## config.mk

```make
export PLATFORM = sky130hd
export DESIGN_NAME = user_obi_arbiter
export DESIGN_NICKNAME = d
export VERILOG_FILES = /design/src/rtl/user_obi_arb_pkg.sv /design/src/rtl/user_obi_arb_idfifo.sv /design/src/rtl/user_obi_arbiter.sv
export SDC_FILE = /design/constraint.sdc
export NUM_CORES = 1
export LEC_CHECK = 0
export CAP_MARGIN = 20
export CORE_AREA = 2 2 210 212
export DETAILED_ROUTE_END_ITERATION = 12
export DIE_AREA = 0 0 212 214
export MAX_ROUTING_LAYER = met4
export PLACE_DENSITY = 0.44
export SLEW_MARGIN = 20
export SYNTH_ARGS = -nofsm -noshare
export SYNTH_HDL_FRONTEND = slang
export SYNTH_SLANG_ARGS = --single-unit
```

## constraint.sdc

```tcl
create_clock -name clk_i -period 5.4 [get_ports clk_i]
set_input_delay 1.08 -clock clk_i [delete_from_list [all_inputs] [get_ports clk_i]]
set_output_delay 1.08 -clock clk_i [all_outputs]
set_load 0.01 [all_outputs]
```

## src/rtl/user_obi_arb_pkg.sv

```systemverilog
// Shared types and limits for the user-domain OBI arbiter.
// Also carries a default OBI config and request/response structs so the arbiter builds standalone.
package user_obi_arb_pkg;

  localparam int unsigned MaxNumMgr   = 16;
  localparam int unsigned MaxMaxTrans = 8;

  typedef logic [$clog2(MaxNumMgr)-1:0] mgr_idx_t;

  typedef enum logic {
    UNLOCKED = 1'b0,
    LOCKED   = 1'b1
  } arb_state_e;

  typedef struct packed {
    int unsigned AddrWidth;
    int unsigned DataWidth;
    int unsigned IdWidth;
  } obi_cfg_t;

  localparam obi_cfg_t ObiDefaultConfig = '{AddrWidth: 32, DataWidth: 32, IdWidth: 1};

  typedef struct packed {
    logic [31:0] addr;
    logic        we;
    logic [3:0]  be;
    logic [31:0] wdata;
    logic [0:0]  aid;
  } obi_a_chan_t;

  typedef struct packed {
    logic        req;
    obi_a_chan_t a;
  } obi_req_t;

  typedef struct packed {
    logic [31:0] rdata;
    logic [0:0]  rid;
    logic        err;
  } obi_r_chan_t;

  typedef struct packed {
    logic        gnt;
    logic        rvalid;
    obi_r_chan_t r;
  } obi_rsp_t;

endpackage

```

## src/rtl/user_obi_arb_idfifo.sv

```systemverilog
// FIFO of manager indices recording issue order of outstanding OBI transactions.
module user_obi_arb_idfifo #(
  parameter int unsigned Depth = 2,
  parameter int unsigned Width = 2
) (
  input  logic             i_clk,
  input  logic             i_rst,
  input  logic             i_push,
  input  logic [Width-1:0] i_data,
  input  logic             i_pop,
  output logic             o_full,
  output logic             o_empty,
  output logic [Width-1:0] o_head
);

  localparam int unsigned PtrW = (Depth > 1) ? $clog2(Depth) : 1;
  localparam int unsigned CntW = $clog2(Depth + 1);

  logic [Width-1:0] r_mem [Depth];
  logic [PtrW-1:0]  r_wptr, r_rptr;
  logic [CntW-1:0]  r_cnt;
  logic             w_push, w_pop;

  assign o_full  = (r_cnt == CntW'(Depth));
  assign o_empty = (r_cnt == '0);
  assign o_head  = r_mem[r_rptr];
  assign w_push  = i_push & ~o_full;
  assign w_pop   = i_pop & ~o_empty;

  always_ff @(posedge i_clk or posedge i_rst) begin
    if (i_rst) begin
      r_wptr <= '0;
      r_rptr <= '0;
      r_cnt  <= '0;
    end else begin
      if (w_push) r_wptr <= (r_wptr == PtrW'(Depth - 1)) ? '0 : r_wptr + 1'b1;
      if (w_pop)  r_rptr <= (r_rptr == PtrW'(Depth - 1)) ? '0 : r_rptr + 1'b1;
      if (w_push && !w_pop)      r_cnt <= r_cnt + 1'b1;
      else if (!w_push && w_pop) r_cnt <= r_cnt - 1'b1;
    end
  end

  always_ff @(posedge i_clk) begin
    if (w_push) r_mem[r_wptr] <= i_data;
  end

endmodule

```

## src/rtl/user_obi_arbiter.sv

```systemverilog
// Zero-latency round-robin arbiter sharing one OBI subordinate among NumMgr managers.
// Define USER_OBI_ARB_PRIO_EN to give manager 0 fixed priority over the round-robin group.
module user_obi_arbiter
  import user_obi_arb_pkg::*;
#(
  parameter obi_cfg_t    ObiCfg    = ObiDefaultConfig,
  parameter type         obi_req_t = user_obi_arb_pkg::obi_req_t,
  parameter type         obi_rsp_t = user_obi_arb_pkg::obi_rsp_t,
  parameter int unsigned NumMgr    = 4,
  parameter int unsigned MaxTrans  = 2
) (
  input  logic                    clk_i,
  input  logic                    rst_i,
  input  obi_req_t [NumMgr-1:0]   mgr_req_i,
  output obi_rsp_t [NumMgr-1:0]   mgr_rsp_o,
  output obi_req_t                sbr_req_o,
  input  obi_rsp_t                sbr_rsp_i,
  output logic                    spurious_o
);

  localparam int unsigned IdxW = (NumMgr > 1) ? $clog2(NumMgr) : 1;
  typedef logic [IdxW-1:0] idx_t;

  if (NumMgr < 2 || NumMgr > MaxNumMgr || MaxTrans < 1 || MaxTrans > MaxMaxTrans ||
      ObiCfg.DataWidth == 0) begin : g_param_err
    $error("user_obi_arbiter: unsupported parameterisation");
  end

  arb_state_e r_state;
  idx_t       r_rr, r_lock_idx, w_win, w_head, w_rr_nxt;
  logic       r_spurious, w_any, w_hs, w_pop, w_full, w_empty;

  // A pending-but-ungranted request pins the winner so the A channel stays stable.
  always_comb begin
    int unsigned k;
    w_win = '0;
    w_any = 1'b0;
    k     = 0;
    if (r_state == LOCKED) begin
      w_win = r_lock_idx;
      w_any = mgr_req_i[r_lock_idx].req;
    end else if (!w_full) begin
`ifdef USER_OBI_ARB_PRIO_EN
      if (mgr_req_i[0].req) begin
        w_win = '0;
        w_any = 1'b1;
      end
`endif
      for (int unsigned i = 0; i < NumMgr; i++) begin
        k = (int'(r_rr) + i) % NumMgr;
`ifdef USER_OBI_ARB_PRIO_EN
        if (!w_any && k != 0 && mgr_req_i[idx_t'(k)].req) begin
`else
        if (!w_any && mgr_req_i[idx_t'(k)].req) begin
`endif
          w_win = idx_t'(k);
          w_any = 1'b1;
        end
      end
    end
  end

  always_comb begin
    w_rr_nxt = (w_win == idx_t'(NumMgr - 1)) ? '0 : w_win + 1'b1;
`ifdef USER_OBI_ARB_PRIO_EN
    if (w_rr_nxt == '0) w_rr_nxt = idx_t'(1);
`endif
  end

  assign w_hs  = w_any & sbr_rsp_i.gnt;
  assign w_pop = sbr_rsp_i.rvalid & ~w_empty;

  user_obi_arb_idfifo #(
    .Depth (MaxTrans),
    .Width (IdxW)
  ) u_idfifo (
    .i_clk   (clk_i),
    .i_rst   (rst_i),
    .i_push  (w_hs),
    .i_data  (w_win),
    .i_pop   (w_pop),
    .o_full  (w_full),
    .o_empty (w_empty),
    .o_head  (w_head)
  );

  always_ff @(posedge clk_i or posedge rst_i) begin
    if (rst_i) begin
      r_state    <= UNLOCKED;
      r_lock_idx <= '0;
      r_rr       <= '0;
      r_spurious <= 1'b0;
    end else begin
      if (w_hs) r_rr <= w_rr_nxt;
      if (sbr_rsp_i.rvalid && w_empty) r_spurious <= 1'b1;
      if (r_state == UNLOCKED) begin
        if (w_any && !sbr_rsp_i.gnt) begin
          r_state    <= LOCKED;
          r_lock_idx <= w_win;
        end
      end else if (w_hs) begin
        r_state <= UNLOCKED;
      end
    end
  end

  always_comb begin
    sbr_req_o = '0;
    mgr_rsp_o = '0;
    if (w_any) begin
      sbr_req_o.req = 1'b1;
      sbr_req_o.a   = mgr_req_i[w_win].a;
      mgr_rsp_o[w_win].gnt = sbr_rsp_i.gnt;
    end
    // Responses with nothing outstanding are dropped, never routed.
    if (w_pop) begin
      mgr_rsp_o[w_head].rvalid = 1'b1;
      mgr_rsp_o[w_head].r      = sbr_rsp_i.r;
    end
  end

  assign spurious_o = r_spurious;

endmodule
```

======== After elaboration in Yosys (flattened, before gate mapping) ========
Memories as Yosys holds them, arrays and structs flattened.
Index checks and enable logic that the tools add are counted.
storage, ports and cells
  latch bits .............................. 0
  memories ................................ 1
  register bits ........................... 10
  logic and storage cells ................. 104
  bits in read-only memories .............. 0
  input port bits ......................... 322
  memory bits (writable) .................. 4
memory list
  name            words  bits a word  read ports  clocked after Yosys merged registers in  write ports  line                       RTL
  u_idfifo.r_mem  2      2            1           0                                        1            user_obi_arb_idfifo.sv:19  logic [Width-1:0] r_mem [Depth];
cells by class
  magnitude comparators ................... 9
  shifts and indexed selects .............. 0
  $mul .................................... 0
  divide/modulo/power cells ............... 0
  bitwise logic cells ..................... 8
  reduce and logical (&&, ||, !) cells .... 18
  multiplexer cells ....................... 51
  add/subtract/negate cells ............... 8
  eq/ne operators ......................... 2
operators by type and width
  cell                   number
  $bmux W71 S2           6
  $mux W71               6
  $bwmux W144            2
  $mux W144              2
  $demux W36 S2          3
  $and A144 B144 Y144    1
  $mux W70               1
  $mux W36               1
  $mux W35               1
  $mux W34               1
  $lt A2 B3 Y1 const B   7
  $mux W1                19
  $mux W2                9
  $logic_and A1 B1 Y1    9
  $add A2 B1 Y2 const B  3
  $logic_not A1 Y1       6
  $add A2 B2 Y2 const B  2
  $and A1 B1 Y1          4
  $eq A2 B2 Y1 const B   2
  $ge A2 B1 Y1 const B   2
  $not A1 Y1             3
  $add A1 B1 Y1 const B  2
  $logic_not A2 Y1       1
  $reduce_and A2 Y1      1
  other kinds (2)        2

======== Logic depth before layout (Yosys ltp) ========
Gate-level depths: netlist of the first run.
  depth after elaboration ................. 29
  gate-level depth with buffers ........... 10
  mapped depth without buffers ............ 8

======== Hierarchy ========
From an unflattened synthesis of the first run, not the netlist that was laid out.
unflattened totals
  cells, all modules ...................... 741
  area, all modules ....................... 4986.0 um^2
modules (own cells, without submodules)
  module               instances  area each (um^2)  cells each
  user_obi_arbiter     1          4643.2            715
  user_obi_arb_idfifo  1          342.8             26

======== Worst setup path after synthesis of the first run ========
OpenSTA, ideal clock, no wires.
  path kind ............................... input -> output
  start point ............................. in mgr_req_i[70] (netlist bit)
  end point ............................... out mgr_rsp_o[143] (netlist bit)
  data arrival time ....................... 3.025 ns
  buffers on the path ..................... 4
  path slack .............................. 1.295 ns
  stages .................................. 10
  path through ............................ buf_6 -> or4_1 -> and4_1 -> clkbuf_2 -> buf_6 -> buf_6 -> a21oi_1 -> inv_1 -> ha_1 -> and3_1
RTL lines
  what             line                    RTL
  start, declared  user_obi_arbiter.sv:14  input obi_req_t [NumMgr-1:0] mgr_req_i,
  end, declared    user_obi_arbiter.sv:15  output obi_rsp_t [NumMgr-1:0] mgr_rsp_o,

==> results.yml, run 1 <==
die:
  ios: 538
  start_util: 0.165
  rows: 76
  core_area_mm2: 0.0429
  fp.dieW_um: 212
  die_h_um: 214
  die_area_mm2: 0.0454
layout:
  drive_gt1_frac: 0.0396
  instances_no_fill: 2188
  nNetsFinal: 1919
  area_growth_pct: 86.0
clock_tree:
  post_cts_buffers: 0
  insertion_delay_ps: 240
  clockBufferDepth: 2
  cts_inserted_buffers: 3
  clockRootBuffer: "clkbuf_16"
  ctsHoldBuffers: 0
  clk_pin_slew_ps: 50
  cts_tree: "built"
  cts_sinks: 14
  ctsResizeCount: 0
  cts_max_level: 1
power:
  p_per_area_mw_per_mm2: 504
  clockPowerShare: 0.021
  p_int_mw: 3.10
  p_sw_frac: 0.534
  power.net_switching_mw: 3.55
  p_seq_frac: 0.039
  power.total_mw: 6.65
  p_comb_frac: 0.940
  peakVddDrop_uv: 300
  p_leak_nw: 5.27
drt:
  ant_nets: 0
  firstDrtPassIters: 5
  via_per_inst: 5.05
  vias: 11046
  drt_iter0_drc: 713
  drc_errors: 0
  post_drt_wl_per_cell_um: 21.6
  wl_mm: 47.3
min_path:
  min_path_type: "reg -> reg"
  min_from: "spurious_o"
  hold_depth: 1
worst_setup_path:
  cp-end-kind: "output pin"
  startpoint_type: "primary input"
  r2r_start: "r_lock_idx[0]"
  reg2reg_depth: 8
  critPathRequiredTime_ps: 4320
  path_max_fanout: 33
  critPathLaunch: "mgr_req_i[141]"
  cp.arrival_ps: 4130
  worstSetupPathType: "in -> out"
grt:
  grt_antenna_before_repair: 12
  met1_usage: 0.231
  grt_max_degree: 74
  top_usage_layer: "met2"
  grt_pass1_wl_mm: 68.6
  grtUsageMet2: 0.349
  met3_usage: 0.0403
  grt_pass1_vias: 10716
  overflow: 0
  grt_use_total: 0.200
synthesis:
  synth_area_leaders: "and2_1 (12%), nand2_1 (11%), o211a_1 (9.9%), a311oi_1 (8.6%), o211ai_1 (7.4%)"
  ys_warn_count: 0
  synth-edff-count: 4
  synth_top_flop_cell: "dfrtp_1"
  synth_top_area_share: 0.123
  synth_area_mm2: 0.00710
  synth_cells: 1159
  syn_nets: 1486
  yosysTopAreaCell: "and2_1"
  ys_ff_latch: 14
  syn_area_per_cell_um2: 6.12
  synth-seq-area-share: 0.0522
  synthArstFlopShare: 0.714
  yosysUniqueCellTypes: 45
sta:
  slew_headroom: 0.567
  fmax_mhz: 192
  final-hold-violation-count: 0
  finalCritPeriodShare: 0.965
  period_minus_slack_ps: 5210
  setup_ws_ps: 186
  fin_skew_ps: 6.26
  rsz0062_at_grt: "false"
  finalMaxSlewViolations: 0
  tightestPinTransition_ps: 647
  tns_ps: 0
  finalSetupViolations: 0
status:
  status: "completed"
run:
  cap_violations: 0
place:
  routabilityCongestion: 0.859
  pre_cts_ws_ps: 235
  io_buffer_count: 537
  dp.cells: 2172
  hpwl_mm: 36.1
final timing paths:
| check | endpoint | slack, ps |
|---|---|---|
| max | sbr_req_o[54] | 190 |
| min | spurious_o | 450 |
| max reg2reg | u_idfifo.r_cnt[1] | 2610 |
| min reg2reg | spurious_o | 450 |
| max in group asynchronous | r_lock_idx[0] | 3920 |
| min in group asynchronous | spurious_o | 1150 |
cell type report:
type	count	area, um2
diodes	12	30.0
clock buffers	3	75.1
clock inverters	1	3.75
fillers	4719	29700
inverters	12	45.0
multi-input cells	979	6060
flip-flops and latches	14	373
well taps	585	732
repair buffers	582	5880
kinds of logic after synthesis:
group / count (synthesis) / share of synthesized area
flops: 14 / 0.0522
mux: 3 / 0.00635
simple gates: 529 / 0.376
fa+ha+maj: 5 / 0.00882
xor+xnor: 5 / 0.00617
buf+inv: 166 / 0.102
compound gates: 437 / 0.449
power groups by stage:
stage | combinational (mW) | clock [mW] | sequential, mW
floorplan | 3.43 | 0 | 0.195
global placement | 6.28 | 0 | 0.261
detailed placement | 6.26 | 0 | 0.261
CTS | 6.29 | 0.146 | 0.260
global route | 6.72 | 0.149 | 0.274
finish | 6.24 | 0.142 | 0.259
critical path, stage by stage:
cell,delay (ps)
clkdlybuf4s50_1,630
inv_1,120
a221oi_4,350
buf_4,220
buf_4,380
nor3_1,110
a311oi_1,500
o22ai_1,200
clkdlybuf4s50_1,520
layer usage:
layer  vias to the layer above  share of wire
li1                       5265              -
met1                      5227           0.40
met2                       512           0.50
met3                        42          0.076
met4                         0          0.019
met5                         -              0
synth_stat cells (3+ instances only):
cell and number:
buf_6 11, inv_1 12, buf_2 9, buf_1 3, and2_1 140, o211a_1 70, a311oi_1 70, nor2_1 12
nand2_1 213, clkbuf_1 129, o21ai_1 4, a31oi_1 70, nor3_1 74, ha_1 5, and3_1 74, o22ai_1 71
a21oi_1 3, edfxtp_1 4, xor2_1 3, o211ai_1 70, dfrtp_1 10, o21ai_0 72
flip-flops by register name (all words and copies together) (netlist names), named ones only:
name and cells:
u_idfifo.r_rptr 1, r_lock_idx 2, spurious_o 1, r_rr 2
u_idfifo.r_cnt 2, u_idfifo.r_mem 4, u_idfifo.r_wptr 1
layout by cell type, fill, tap and decap left out, drive strengths merged, types with 45 or more instances in the layout:
master | synthesis | routed
o211a | 70 | 70
nand2 | 213 | 213
o22ai | 71 | 71
buf | 24 | 45
a311oi | 70 | 70
o211ai | 70 | 70
a31oi | 70 | 70
clkdlybuf4s50 | 0 | 537
and3 | 74 | 74
and2 | 140 | 140
nor3 | 74 | 74
o21ai | 76 | 76
metrics by stage:
stage	area (um2)	utilization	hold slack (ps)
floorplan	7100	-	456
global placement	13100	0.305	451
detailed placement	13100	0.305	444
CTS	13200	0.307	460
global route	13200	0.308	477
finish	13200	0.308	453
(Power assumes the default switching activity.)
==> run 2, diff against run 1 <==
--- a/config.mk
+++ b/config.mk
@@ -6,11 +6,15 @@
 export NUM_CORES = 1
 export LEC_CHECK = 0
 export CAP_MARGIN = 20
-export CORE_AREA = 2 2 210 212
+export CELL_PAD_IN_SITES_DETAIL_PLACEMENT = 0
+export CELL_PAD_IN_SITES_GLOBAL_PLACEMENT = 2
+export CORE_ASPECT_RATIO = 0.6
+export CORE_MARGIN = 1
+export CORE_UTILIZATION = 17
 export DETAILED_ROUTE_END_ITERATION = 12
-export DIE_AREA = 0 0 212 214
+export GPL_TIMING_DRIVEN = 0
 export MAX_ROUTING_LAYER = met4
-export PLACE_DENSITY = 0.44
+export PLACE_DENSITY = 0.87
 export SLEW_MARGIN = 20
 export SYNTH_ARGS = -nofsm -noshare
 export SYNTH_HDL_FRONTEND = slang
==> constraint.sdc (replaced) <==
create_clock -name clk_i -period 6.5 [get_ports clk_i]
set_input_delay 1.3 -clock clk_i [delete_from_list [all_inputs] [get_ports clk_i]]
set_output_delay 1.3 -clock clk_i [all_outputs]
set_load 0.01 [all_outputs]
==> run 2 against run 1 <==
Compared with the run above:
- clock skew down 5.5 ps
- first-iteration DRC count up 61%
- non-clock buffer count up 109
- highest routed layer unchanged
==> results.yml, run 2 (synthesized netlist as in run 1, its figures left out) <==
clock_tree:
  ctsHoldBuffers: 0
  clockBufferDepth: 2
  clockRootBuffer: "clkbuf_16"
  cts_inserted_buffers: 3
  insertion_delay_ps: 240
  post_cts_buffers: 0
  cts_tree: "built"
  cts_sinks: 14
  cts_max_level: 1
  clk_pin_slew_ps: 50
sta:
  fmax_mhz: 158
  tns_ps: 0
  tightestPinTransition_ps: 1080
  finalCritPeriodShare: 0.973
  final-hold-violation-count: 0
  slew_headroom: 0.280
  rsz0062_at_grt: "false"
  period_minus_slack_ps: 6320
  fin_skew_ps: 0.777
  finalMaxSlewViolations: 0
  finalSetupViolations: 0
  setup_ws_ps: 179
place:
  pre_cts_ws_ps: -493
  hpwl_mm: 44.0
  routabilityCongestion: 0.922
  io_buffer_count: 536
die:
  core_area_mm2: 0.0408
  start_util: 0.174
  ios: 538
  fp.dieW_um: 266
  die_area_mm2: 0.0426
  die_h_um: 160
  rows: 57
power:
  p_leak_nw: 5.26
  p_seq_frac: 0.030
  p_int_mw: 2.53
  p_comb_frac: 0.950
  clockPowerShare: 0.020
  power.net_switching_mw: 3.30
  peakVddDrop_uv: 161
  p_sw_frac: 0.566
  p_per_area_mw_per_mm2: 439
layout:
  final_core_util: 0.326
  area_growth_pct: 87.4
  nNetsFinal: 2028
  final_common_cell: "clkdlybuf4s50_1"
  drive_gt1_frac: 0.0224
  largest_register_ffs: 4
  regMostFlops: "u_idfifo.r_mem"
  most-common-layout-cells: "clkdlybuf4s50_1 (536), nand2_1 (213), and2_1 (140)"
grt:
  grt_max_degree: 11
  grt_use_total: 0.248
  grt_antenna_before_repair: 8
  grt_pass1_wl_mm: 77.6
  overflow: 0
  grt_pass1_vias: 11416
run:
  cap_violations: 0
drt:
  ant_nets: 0
  vias: 11862
  firstDrtPassIters: 7
  drc_errors: 0
  post_drt_wl_per_cell_um: 24.0
  drt_iter0_drc: 1148
  wl_mm: 54.6
  via_per_inst: 5.23
status:
  status: "completed"
worst_setup_path:
  critPathRequiredTime_ps: 5200
  reg2reg_depth: 8
  startpoint_type: "primary input"
  cp-end-kind: "output pin"
  rrSetupSlack_ps: 2750
  worstSetupPathType: "in -> out"
  cp.arrival_ps: 5020
  worst_r2r_endpoint: "r_rr[1]"
  path_max_fanout: 10
min_path:
  hold_depth: 1
  min_path_type: "reg -> reg"
  worst_hold_path.endpoint: "spurious_o"
  min_from: "spurious_o"
==> run 2: power groups by stage <==
stage               clock network (mW)  registers, mW  logic [mW]
floorplan                            0          0.162        2.85
global placement                     0          0.172        5.44
detailed placement                   0          0.173        5.48
CTS                              0.117          0.174        5.51
global route                     0.123          0.182        5.90
finish                           0.116          0.176        5.55
==> run 2: worst max-delay path by stage <==
stage	endpoint	startpoint	slack (ps)	cells after the start
4_1_cts	sbr_req_o[26]	mgr_req_i[141]	30	10
6_report	sbr_req_o[33]	mgr_req_i[141]	180	10
2_1_floorplan	mgr_rsp_o[143]	mgr_req_i[70]	1950	10
3_3_place_gp	sbr_req_o[8]	mgr_req_i[283]	-730	10
3_5_place_dp	sbr_req_o[64]	mgr_req_i[141]	-490	9
5_1_grt	sbr_req_o[33]	mgr_req_i[141]	3	10
==> run 2: cell type report <==
type	count	area, um2
Antenna cell	9	22.5
Buffer	154	682
Timing Repair Buffer	537	5370
Multi-Input combinational cell	979	6020
Clock inverter	1	3.75
Inverter	12	45.0
Tap cell	560	701
Sequential cell	14	370
Clock buffer	3	75.1
Fill cell	4422	27500
==> run 2: metrics by stage <==
stage	hold WS (ps)	cells	power (mW)	cell area, um2
after floorplan	456	1159	3.01	7100
after global placement	439	2255	5.61	13200
after detailed placement	443	2256	5.66	13200
after CTS	454	2260	5.80	13300
after global routing	465	2267	6.20	13300
final	453	2269	5.84	13300
==> run 2: layer usage <==
metal	up-vias	global-route usage	wire length [um]
met4	0	0.0248	278
met1	5770	0.352	26100
met5	-	-	0
met2	577	0.385	24600
met3	17	0.0302	3640
li1	5498	-	-
==> run 2: critical path: stages <==
cell and delay [ps]:
clkdlybuf4s50_1 640, inv_1 120, a221oi_4 540, or2_2 200, buf_2 270, buf_2 460
buf_2 340, a311oi_1 200, o22ai_1 300, clkdlybuf4s50_1 630
==> run 2: timing repair <==
action / 4_1_cts / 5_1_grt
cloned: 0 / 0
gates resized for setup: 2 / 7
setup endpoints to repair: 65 / 17
==> run 3, diff against run 2 <==
--- a/config.mk
+++ b/config.mk
@@ -5,6 +5,7 @@
 export SDC_FILE = /design/constraint.sdc
 export NUM_CORES = 1
 export LEC_CHECK = 0
+export ABC_CLOCK_PERIOD_IN_PS = 6500
 export CAP_MARGIN = 20
 export CELL_PAD_IN_SITES_DETAIL_PLACEMENT = 0
 export CELL_PAD_IN_SITES_GLOBAL_PLACEMENT = 2
==> results of run 3 <==
The final DEF is identical to that of run 2; final timing and power are the same.
